$ cat src/rtl/ifetch_pq.sv
// ifetch_pq -- instruction-fetch unit with a prefetch queue.
//
// Issues sequential reads to a synchronous instruction memory (fixed 1-cycle
// read latency) ahead of consumption and buffers {pc, insn} pairs in a
// circular queue.  Decode pops the head over a valid/ready handshake.  A
// redirect flushes all speculative state and restarts fetch at a new PC.
//
// Ports:
//   clk            clock, all state updates on the rising edge
//   rst            asynchronous active-low reset
//   redirect_valid flush and restart fetch at redirect_pc
//   redirect_pc    new fetch address (low alignment bits ignored)
//   imem_req       memory read strobe
//   imem_addr      memory read address
//   imem_rdata     read data, valid the cycle after imem_req
//   out_valid      queue head valid
//   out_ready      decode accepts head
//   out_insn       head instruction (0 when empty)
//   out_pc         head PC (0 when empty)
//
// Optional feature (define IFETCH_PERF_EN):
//   perf_fetch     saturating count of pops
//   perf_redirect  saturating count of redirect cycles
//   perf_stall     saturating count of cycles with out_valid & ~out_ready
module ifetch_pq #(
  parameter int unsigned     XLEN       = 32,
  parameter int unsigned     ILEN       = 32,
  parameter logic [XLEN-1:0] PC_RESET   = 32'h0000_0000,
  parameter int unsigned     DEPTH      = 4,
  parameter int unsigned     INSN_BYTES = 4
) (
  input  logic            clk,
  input  logic            rst,
  input  logic            redirect_valid,
  input  logic [XLEN-1:0] redirect_pc,
  output logic            imem_req,
  output logic [XLEN-1:0] imem_addr,
  input  logic [ILEN-1:0] imem_rdata,
  output logic            out_valid,
  input  logic            out_ready,
  output logic [ILEN-1:0] out_insn,
  output logic [XLEN-1:0] out_pc
`ifdef IFETCH_PERF_EN
  ,
  output logic [31:0]     perf_fetch,
  output logic [31:0]     perf_redirect,
  output logic [31:0]     perf_stall
`endif
);

  localparam int unsigned     PW         = (DEPTH > 1) ? $clog2(DEPTH) : 1;
  localparam int unsigned     CW         = PW + 1;
  localparam logic [XLEN-1:0] STEP       = XLEN'(INSN_BYTES);
  localparam logic [XLEN-1:0] ALIGN_MASK = XLEN'(INSN_BYTES - 1);

  logic [XLEN-1:0] fpc;
  logic [XLEN-1:0] req_pc;
  logic            inflight;
  logic            kill;
  logic [PW-1:0]   rd_ptr;
  logic [PW-1:0]   wr_ptr;
  logic [CW-1:0]   count;

  logic [XLEN-1:0] q_pc   [DEPTH];
  logic [ILEN-1:0] q_insn [DEPTH];

  logic            pop;
  logic            push;
  logic [CW:0]     occupancy;

  // Credit check counts the entry being popped this cycle as already free,
  // so a full queue with out_ready high keeps fetching at one per cycle.
  always_comb begin
    out_valid = (count != '0);
    pop       = out_valid & out_ready;
    push      = inflight & ~kill & ~redirect_valid;
    occupancy = {1'b0, count} + (CW+1)'(inflight) - (CW+1)'(pop);
    imem_req  = rst & ~redirect_valid & (occupancy < (CW+1)'(DEPTH));
    imem_addr = fpc;
    out_pc    = out_valid ? q_pc[rd_ptr]   : '0;
    out_insn  = out_valid ? q_insn[rd_ptr] : '0;
  end

  always_ff @(posedge clk or negedge rst) begin
    if (!rst) begin
      fpc      <= PC_RESET;
      req_pc   <= PC_RESET;
      inflight <= 1'b0;
      kill     <= 1'b0;
      rd_ptr   <= '0;
      wr_ptr   <= '0;
      count    <= '0;
    end else begin
      inflight <= imem_req;
      kill     <= redirect_valid & inflight;
      if (redirect_valid) begin
        fpc    <= redirect_pc & ~ALIGN_MASK;
        rd_ptr <= '0;
        wr_ptr <= '0;
        count  <= '0;
      end else begin
        if (imem_req) begin
          fpc    <= fpc + STEP;
          req_pc <= fpc;
        end
        if (push) wr_ptr <= wr_ptr + PW'(1);
        if (pop)  rd_ptr <= rd_ptr + PW'(1);
        count <= count + CW'(push) - CW'(pop);
      end
    end
  end

  // Queue storage needs no reset: entries are only visible while count != 0.
  always_ff @(posedge clk) begin
    if (push) begin
      q_pc[wr_ptr]   <= req_pc;
      q_insn[wr_ptr] <= imem_rdata;
    end
  end

`ifdef IFETCH_PERF_EN
  always_ff @(posedge clk or negedge rst) begin
    if (!rst) begin
      perf_fetch    <= '0;
      perf_redirect <= '0;
      perf_stall    <= '0;
    end else begin
      if (pop && (perf_fetch != '1))
        perf_fetch <= perf_fetch + 32'd1;
      if (redirect_valid && (perf_redirect != '1))
        perf_redirect <= perf_redirect + 32'd1;
      if (out_valid && !out_ready && (perf_stall != '1))
        perf_stall <= perf_stall + 32'd1;
    end
  end
`endif

endmodule
$ cat config.mk
export PLATFORM = sky130hd
export DESIGN_NAME = ifetch_pq
export DESIGN_NICKNAME = d
export VERILOG_FILES = /design/src/rtl/ifetch_pq.sv
export SDC_FILE = /design/constraint.sdc
export NUM_CORES = 1
export LEC_CHECK = 0
export ABC_AREA = 1
export BUFFER_PORTS_ARGS = -buffer_cell sky130_fd_sc_hd__buf_2
export CAP_MARGIN = 20
export CORE_UTILIZATION = 57
export DETAILED_ROUTE_END_ITERATION = 10
export PLACE_DENSITY = 0.78
export SLEW_MARGIN = 40
export SYNTH_ARGS = -nofsm -noshare
export SYNTH_HDL_FRONTEND = slang
export SYNTH_SLANG_ARGS = --single-unit
export TNS_END_PERCENT = 10
$ cat constraint.sdc
create_clock -name clk -period 7.5 [get_ports clk]
set_input_delay 0.375 -clock clk [delete_from_list [all_inputs] [get_ports clk]]
set_output_delay 0.375 -clock clk [all_outputs]
set_load 0.02 [all_outputs]
==> metrics, run 1 <==
status finished, final reports clean; hold path startpoint imem_rdata[31]; Core Rows 56; Yosys top cell by area edfxtp_1; most common cell in the netlist nor2_1; Root Buffer Master clkbuf_16; starting DRC count in detailed routing 915; Fmax achieved 283 MHz; final setup vio count 0; unrepaired setup endpoints after global routing false; drt via density 5.44; drt total wl 30.2 mm; Overflow after GRT 0; Clock Sinks 317; Post-CTS Setup Bufs 0; IO Port Bufs 159; Final period util 47.2%; Critical Path End Type output pin; reg2reg path depth 11; num ports 166; Worst R2R Start count[1]; starting density of the core 58.1%; DIE HEIGHT 156 um; largest family of logic cells by synthesized area simple AND/OR/NAND/NOR gates; total number of yosys warnings 0; post-synthesis mux area share 0%; Final Hold Fails 0; PwrDens 364 nW/um^2; Clock Pin Slew Worst Setup and Hold Paths 60 ps; GR Util All Layers 24.4%; drt pass-1 iters 7; TritonCTS clock tree built; Die ar. 24,500 sq um; TNS Setup 0 ps; Post-Synth Simple-Gate Area 17.3%; compound-gate portion of the synthesized area 9.16%; ant diodes 0; wire per inst 16.9 um; Final WS setup 3960 ps; # nets final 1,523; area share of the largest cell type after synthesis 54.8%; Crit Path Class flip-flop to output pin; design area 15,600 sq um; synth-to-layout area growth 14.6%; layout cells sized above 1 16.1%; worst reg2reg path endpoint count[2]; number of flops mapped to enable cells by yosys 248; number of global-route vias before repair 9,218; routed vias 9,717; Worst Clk Skew 12.8 ps; #FFs+latches synth 317; synth top area cells edfxtp_1 (55%), dfrtp_1 (13%), nor2_1 (8.0%); worst vdd ir 262 uV; drt drc 0; Post-Synth XOR/XNOR Area 0.837%; Worst Hold End q_insn[1][31]; largest net degree at the start of global routing 95; top cells by count, synth nor2_1 (291), edfxtp_1 (248), nand2_1 (231), o21ai_0 (155), a21oi_1 (71); initial antenna violation count 0; Max-slew headroom 44.2%; Clock Tree Buf Depth 3; reg2reg setup slack 4830 ps; syn avg cell area 10.4 sq um; worst hold path depth 1; Placed Instance Area 14,600 sq um; measured slew at the worst slew-check pin 836 ps; clock latency on the worst-skew pair 540 ps; post-route ant nets 0; minimum clock period 3540 ps; chip width 156 um; Adder-Cell Fraction of Synth Area 0.975%; Worst Path Required 7120 ps; first-pass GRT wire length 46.3 mm; CP Data Arrival Time 3160 ps; Post-Syn Area 13,600 sq um; number of distinct library cells after synthesis 31; TritonCTS Buffers 31; pre-CTS setup slack 4420 ps; Power Total 5.66 mW; max-cap viol count 0; placer's final routability congestion estimate 0.969; pins over their slew limit 0; ys flop type edfxtp_1; static leakage 6.27 nW; type of origin of the critical path flip-flop; H-tree depth 1; async set-reset flop share out of synthesis 21.8%; Hold/Removal Path Class primary input to flip-flop; Synth Instances 1,308; # hold bufs at CTS 1; post-CTS sizing 0; sequential share of the synthesized area 67.5%; crit-path max FO 63; post-detail-place hpwl 17.5 mm; area of the core 23,400 sq um
## logic make-up (layout without fill, tap and decap cells)
kind of cell / Yosys count / in the layout
AND/OR/NAND/NOR: 595 / 595
flip-flops: 317 / 317
AO/OA/AOI/OAI: 242 / 242
buffers and inverters: 130 / 287
XOR/XNOR: 13 / 13
adder cells (fa/ha/maj): 10 / 10
other: 1 / 4
## area by class of cell
type	count	area, sq um
tap	319	399
fill	1780	7830
clock inverter	12	104
timing repair buffer	173	937
clock buffer	44	845
sequential	317	9180
inverter	58	218
multi-input combinational	864	3900
## power breakdown
| part | internal [mW] | switching, mW | leakage [nW] | total [mW] |
|---|---|---|---|---|
| clock | 0.845 | 0.596 | 0.465 | 1.44 |
| sequential | 2.19 | 0.260 | 3.13 | 2.45 |
| combinational | 0.524 | 1.25 | 2.67 | 1.78 |
## routing by layer
layer | GRT usage, % | vias to the layer above | share of wire [%]
met1 | 32.0 | 4642 | 42
li1 | - | 4701 | -
met4 | 8.50 | 0 | 2.7
met3 | 4.26 | 52 | 7.0
met2 | 41.3 | 322 | 48
met5 | 0 | - | 0
## through the flow
stage / cells / util (%) / hold WS [ps]
finish: 1787 / 66.6 / 49.2
global placement: 1729 / 62.3 / 470
floorplan: 1311 / - / 79.4
global route: 1787 / 66.6 / 24.2
detailed placement: 1729 / 62.4 / 463
CTS: 1786 / 66.5 / 28.1
## layout by cell type, fill, tap and decap left out, types with 3 or more instances in the layout
cell type | netlist | routed
ha_1 | 9 | 9
a21oi_1 | 71 | 71
conb_1 | 1 | 4
nor2_1 | 291 | 287
inv_1 | 54 | 53
inv_2 | 4 | 4
edfxtp_1 | 248 | 248
nand4_1 | 3 | 3
o21ai_1 | 6 | 6
nor2_4 | 0 | 4
nand2_1 | 231 | 230
dfrtp_1 | 69 | 67
o21ai_0 | 155 | 155
nor3_1 | 10 | 10
o31ai_1 | 3 | 3
nand2_2 | 3 | 4
clkinv_2 | 0 | 5
o21ai_2 | 6 | 6
clkinv_1 | 0 | 6
clkbuf_1 | 41 | 11
buf_2 | 6 | 158
xor2_1 | 12 | 12
nand3_1 | 49 | 49
clkbuf_16 | 0 | 31
buf_6 | 8 | 5
buf_4 | 4 | 8
## worst max path at each step
stage | startpoint | endpoint | slack [ps] | cells past startpoint
floorplan | inflight | q_insn[0][0] | 3470 | 4
global placement | count[1] | imem_addr[22] | 4110 | 14
detailed placement | count[1] | imem_addr[25] | 4420 | 14
CTS | rd_ptr[0] | out_pc[18] | 3860 | 5
global route | rd_ptr[1] | out_pc[2] | 3850 | 7
finish | rd_ptr[1] | out_insn[3] | 3960 | 7
## flip-flops by register name (all words and copies together) (netlist names)
| register | cells |
|---|---|
| kill | 1 |
| inflight | 1 |
| q_insn | 128 |
| req_pc | 30 |
| count | 3 |
| q_pc | 120 |
| rd_ptr | 2 |
| wr_ptr | 2 |
| imem_addr | 30 |
## worst max-delay path, cell delays in order (launching register included)
cell	delay (ps)
dfrtp_2	350
buf_4	630
inv_2	490
buf_4	430
nor2_1	160
o21ai_0	100
a21oi_1	220
buf_2	210
(Power assumes the default switching activity.)
==> run 2, diff against run 1 <==
--- a/config.mk
+++ b/config.mk
@@ -5,12 +5,12 @@
 export SDC_FILE = /design/constraint.sdc
 export NUM_CORES = 1
 export LEC_CHECK = 0
-export ABC_AREA = 1
+export ABC_AREA = 0
 export BUFFER_PORTS_ARGS = -buffer_cell sky130_fd_sc_hd__buf_2
 export CAP_MARGIN = 20
 export CORE_UTILIZATION = 57
 export DETAILED_ROUTE_END_ITERATION = 10
-export PLACE_DENSITY = 0.78
+export PLACE_DENSITY = 0.79
 export SLEW_MARGIN = 40
 export SYNTH_ARGS = -nofsm -noshare
 export SYNTH_HDL_FRONTEND = slang
==> constraint.sdc (replaced) <==
create_clock -name clk -period 3.52 [get_ports clk]
set_input_delay 0.176 -clock clk [delete_from_list [all_inputs] [get_ports clk]]
set_output_delay 0.176 -clock clk [all_outputs]
set_load 0.02 [all_outputs]
==> metrics, run 2 <==
syn avg cell area 18.1 sq um; Overflow after GRT 0; drt pass-1 iters 5; Cells after DPL 1,133; routed metal-1 wire length 10.7 mm; DIE HEIGHT 153 um; sequential share of the synthesized area 70.4%; CP cell instances o31ai_4, or2_2, ha_1, or4b_1, a32o_1, a21oi_2, and2b_1, buf_12, buf_2; async set-reset flop share out of synthesis 21.8%; Critical Path End Type output pin; Final Hold Fails 0; PwrDens 713 nW/um^2; type of origin of the critical path flip-flop; initial antenna violation count 0; GR Util All Layers 22.8%; commonest cells after routing, fill and taps aside edfxtp_1 (248), buf_2 (158), dfrtp_1 (64); CP endpoint imem_req; Final period util 94.4%; Worst Clk Skew 9.23 ps; CP peak stage delay 510 ps; TritonCTS Buffers 31; highest metal used met4; worst hold path depth 4; max-cap viol count 0; instance count on the critical path 9; unrepaired setup endpoints after global routing false; met2 WL 13.1 mm; Fmax achieved 301 MHz; Core Rows 54; max reg flops 128; routed vias 7,142; largest net degree at the start of global routing 65; drt drc 0; Worst Path Required 3340 ps; Root Buffer Master clkbuf_16; TritonCTS clock tree built; synth top area cells edfxtp_1 (57%), dfrtp_1 (13%), mux4_2 (11%); Synth Instances 718; CP Data Arrival Time 3150 ps; Post-Layout Cell Count 1,254; static leakage 5.69 nW; measured slew at the worst slew-check pin 652 ps; Worst R2R Start count[1]; status finished, final reports clean; ys flop type edfxtp_1; clock latency on the worst-skew pair 540 ps; layout cells sized above 1 35.9%; met3 wire length 1.63 mm; total number of yosys warnings 0; Most flops, register q_insn; Clock Sinks 317; top cells by count, synth edfxtp_1 (248), dfrtp_1 (69), and2_1 (67), mux4_2 (62), mux2_2 (40); wire per inst 20.5 um; first-pass GRT wire length 41.1 mm; Top Registers q_insn: 128 flops, q_pc: 120 flops; Max-slew headroom 56.5%; final setup vio count 0; area share of the largest cell type after synthesis 57.2%; pins over their slew limit 0; post-detail-place hpwl 15.1 mm; # nets final 1,028; starting density of the core 59.0%; TNS Setup 0 ps; area of the core 22,100 sq um; ant diodes 0; Yosys top cell by area edfxtp_1; Clock Pin Slew Worst Setup and Hold Paths 60 ps; Buf/Inv on CP 2; Post-Syn Area 13,000 sq um; num ports 166; Worst Setup SP count[1]; minimum clock period 3320 ps; reg2reg path depth 9; synth-to-layout area growth 21.5%; number of flops mapped to enable cells by yosys 248; H-tree depth 1; Slowest-stage cell, CP or4b_1; worst reg2reg path endpoint imem_addr[24]; Clock Tree Buf Depth 3; chip width 153 um; Crit path max-delay family simple AND/OR/NAND/NOR gates; IO Port Bufs 159; number of global-route vias before repair 7,549; placer's final routability congestion estimate 0.801; drt total wl 25.8 mm; reg2reg setup slack 470 ps; Hold/Removal Path Class primary input to flip-flop; crit-path max FO 21; worst vdd ir 458 uV; number of distinct library cells after synthesis 45; leading cell type in the layout, fill and taps excluded edfxtp_1; starting DRC count in detailed routing 483; Die ar. 23,500 sq um; drt via density 5.70; #FFs+latches synth 317; Crit Path Class flip-flop to output pin; most common cell in the netlist edfxtp_1; post-route ant nets 0
==> run 2: cell count changes after synthesis, sizes merged, moves of 12 or more <==
cell	previous run	this run
a2111oi	0	16
a21oi	71	4
and2	0	67
buf	31	19
clkbuf	41	23
inv	58	9
mux2	0	40
mux4	0	62
nand2	234	36
nand3	51	7
nor2	293	13
o21ai	167	24
xnor2	1	24
==> run 2: how the worst min path moves through the flow <==
stage | from | slack, ps | endpoint
finish | out_ready | 50 | rd_ptr[1]
global route | out_ready | 50 | rd_ptr[0]
CTS | out_ready | 30 | rd_ptr[0]
detailed placement | rst | 180 | imem_addr[17]
global placement | rst | 170 | imem_addr[16]
floorplan | rst | -120 | count[0]
==> run 2: cell type report <==
class                           count  area, sq um
Clock buffer                       38          812
Inverter                            9         33.8
Timing Repair Buffer              238         1650
Tap cell                          280          350
Clock inverter                     19          166
Sequential cell                   317         9180
Fill cell                        1377         6270
Multi-Input combinational cell    353         3630
==> run 2: kinds of logic after synthesis <==
family / after synthesis / share of synthesized area [%]
other: 1 / 0.0288
DFF: 317 / 70.4
and+or+nand+nor: 146 / 6.09
adders and majority gates: 10 / 1.02
buffers and inverters: 51 / 1.90
muxes: 104 / 14.3
xor gates and xnor gates: 34 / 2.29
AOI/OAI and AO/OA: 55 / 3.91
==> run 2: per-layer routing <==
metal / up-vias / track usage (%)
met1: 3627 / 30.8
met2: 243 / 38.9
met5: - / 0
li1: 3244 / -
met4: 0 / 5.19
met3: 28 / 4.22
==> run 2: stage by stage <==
step | cell area [sq um] | worst slack, ps | power [mW] | hold slack [ps] | util [%]
after floorplan | 13000 | 585 | 7.19 | -120 | -
after global placement | 14100 | 429 | 8.08 | 170 | 63.9
after detailed placement | 14200 | 389 | 8.16 | 178 | 64.2
after CTS | 15800 | 19.3 | 11.4 | 28.8 | 71.5
after global routing | 15800 | 59.8 | 11.8 | 50.0 | 71.6
final | 15800 | 196 | 11.3 | 47.3 | 71.6
==> run 2: worst register-to-register path, cell delays in order (launching register included) <==
cell and delay (ps):
dfrtp_2 450, o31ai_4 120, or2_2 280, ha_1 210
or4b_1 510, a32o_1 270, buf_4 200, a2111oi_1 510
xor2_1 120, mux2_2 280
==> run 2: repair_timing <==
item | 4_1_cts | 5_1_grt
hold buffers | 63 | 0
endpoints found under the setup margin | 1 | 1
pin swaps | 0 | 1
setup buffers | 0 | 1
gates cloned | 0 | 0
endpoints found under the hold margin | 192 | 0
resized for setup | 3 | 3
==> run 2: power breakdown <==
part | switching [mW] | internal (mW) | total [mW]
Combinational | 1.68 | 1.41 | 3.09
Clock | 1.30 | 1.85 | 3.15
Sequential | 0.444 | 4.59 | 5.04
Total | 3.43 | 7.85 | 11.3
==> run 3, diff against run 2 <==
--- a/config.mk
+++ b/config.mk
@@ -11,6 +11,7 @@
 export CORE_UTILIZATION = 57
 export DETAILED_ROUTE_END_ITERATION = 10
 export PLACE_DENSITY = 0.79
+export SETUP_SLACK_MARGIN = 0.2
 export SLEW_MARGIN = 40
 export SYNTH_ARGS = -nofsm -noshare
 export SYNTH_HDL_FRONTEND = slang
==> metrics, run 3 (synthesized netlist as in run 2, its figures left out) <==
Power Total 11.3 mW; largest net degree at the start of global routing 65; clock latency on the worst-skew pair 540 ps; H-tree depth 1; Final Hold Fails 0; Top Registers q_insn: 128 flops, q_pc: 120 flops; worst vdd ir 459 uV; PwrDens 714 nW/um^2; Final period util 91.3%; CP cell instances o31ai_4, or2_2, ha_1, or4b_1, a32o_1, a21oi_2, and2b_2, buf_12, buf_4; ant diodes 0; post-detail-place hpwl 15.1 mm; starting DRC count in detailed routing 448; switching share of power 30.4%; met2 Use GR 39.0%; Core Rows 54; Clock Pin Slew Worst Setup and Hold Paths 60 ps; chip width 153 um; IO Port Bufs 159; layer with the highest usage met2; TNS Setup 0 ps; Overflow after GRT 0; Final WS setup 306 ps; routed vias 7,182; Crit path max-delay family simple AND/OR/NAND/NOR gates; CP peak stage delay 530 ps; Buf/Inv on CP 2; # nets final 1,034; placer's final routability congestion estimate 0.801; Fmax achieved 311 MHz; Reg power frac 44.4%; post-route ant nets 0; Switching Power 3.45 mW; Clock Tree Buf Depth 3; unrepaired setup endpoints after global routing false; starting density of the core 59.0%; clock share of power 27.8%; Crit Path Class flip-flop to output pin; number of global-route vias before repair 7,576; drt via density 5.70; drt total wl 26.1 mm; Post-Layout Cell Count 1,260; DIE HEIGHT 153 um; type of origin of the critical path flip-flop; Die ar. 23,500 sq um; drt drc 0; num ports 166; Cells after DPL 1,133; CP Data Arrival Time 3040 ps; Slowest-stage cell, CP or4b_1; TritonCTS Buffers 31; Worst Clk Skew 10.8 ps; crit-path max FO 11; drt pass-1 iters 5; status finished, final reports clean; area of the core 22,100 sq um; leading cell type in the layout, fill and taps excluded edfxtp_1; Most flops, register q_insn; synth-to-layout area growth 22.0%; Root Buffer Master clkbuf_16; final setup vio count 0; Clock Sinks 317; max-cap viol count 0; measured slew at the worst slew-check pin 646 ps; Worst Path Required 3340 ps; max reg flops 128; TritonCTS clock tree built; layout cells sized above 1 36.4%; pre-CTS setup slack 389 ps; Hold/Removal Path Class primary input to flip-flop; Combinational Power Share 27.8%; pins over their slew limit 0; commonest cells after routing, fill and taps aside edfxtp_1 (248), buf_2 (157), dfrtp_1 (64); M1 GR Usage 30.9%; first-pass GRT wire length 41.2 mm; Max-slew headroom 56.9%; minimum clock period 3210 ps; initial antenna violation count 0; Critical Path End Type output pin; static leakage 5.73 nW; GRT met3 Usage 4.22%; GR Util All Layers 22.9%; wire per inst 20.7 um; Int Power 7.89 mW
run 3: cell types whose count changed in the layout (fill, tap and decap cells not counted), sizes merged:
| cell | delta |
|---|---|
| buf | +5 |
| clkbuf | +1 |
run 3: final timing paths:
check | from | to | slack [ps] | cells after the start
setup / recovery | count[0] | imem_req | 310 | 9
hold / removal | out_ready | rd_ptr[1] | 50 | 4
setup reg to reg | count[0] | imem_addr[24] | 480 | 9
hold reg to reg | req_pc[16] | q_pc[1][16] | 520 | 0
max in group asynchronous | rst | req_pc[6] | 2450 | 3
min in group asynchronous | rst | imem_addr[17] | 160 | 2
run 3: timing repair:
item | CTS | global route
pin swaps | 1 | 0
gates cloned | 0 | 1
gates resized for setup | 6 | 2
setup buffers | 4 | 2
hold buffers | 63 | 0
endpoints found under the hold margin | 192 | 0
setup endpoints to repair | 1 | 1
run 3: cell type report:
cell class | count | area (sq um)
flip-flops and latches | 317 | 9180
fillers | 1363 | 6200
multi-input cells | 353 | 3630
repair buffers | 244 | 1710
clock buffers | 38 | 812
well taps | 280 | 350
clock inverters | 19 | 166
inverters | 9 | 33.8
run 3: routing by layer:
layer / vias to the layer above / share of wire (%)
met5: - / 0
li1: 3249 / -
met1: 3631 / 41
met3: 30 / 6.7
met4: 0 / 1.5
met2: 272 / 51
run 3: worst reg2reg max path: cells and delay by family (launching register included):
| kind | cells | cell delay [ps] |
|---|---|---|
| AO/OA/AOI/OAI | 3 | 890 |
| XOR/XNOR | 1 | 120 |
| adder cells (fa/ha/maj) | 1 | 210 |
| buffers and inverters | 1 | 210 |
| flip-flops | 1 | 400 |
| multiplexers | 1 | 280 |
| AND/OR/NAND/NOR | 2 | 810 |
run 3: power by group through the flow:
stage	clock, mW	combinational, mW	sequential, mW
2_1_floorplan	0	2.25	4.94
3_3_place_gp	0	2.99	5.09
3_5_place_dp	0	3.05	5.11
4_1_cts	3.22	3.15	5.04
5_1_grt	3.36	3.40	5.09
6_report	3.15	3.16	5.03
run 3: through the flow:
step | cell area, sq um | utilization, % | hold slack (ps)
floorplan | 13000 | - | -120
global placement | 14100 | 63.9 | 170
detailed placement | 14200 | 64.2 | 178
CTS | 15800 | 71.7 | 28.8
global route | 15900 | 71.9 | 49.8
finish | 15900 | 71.9 | 45.6
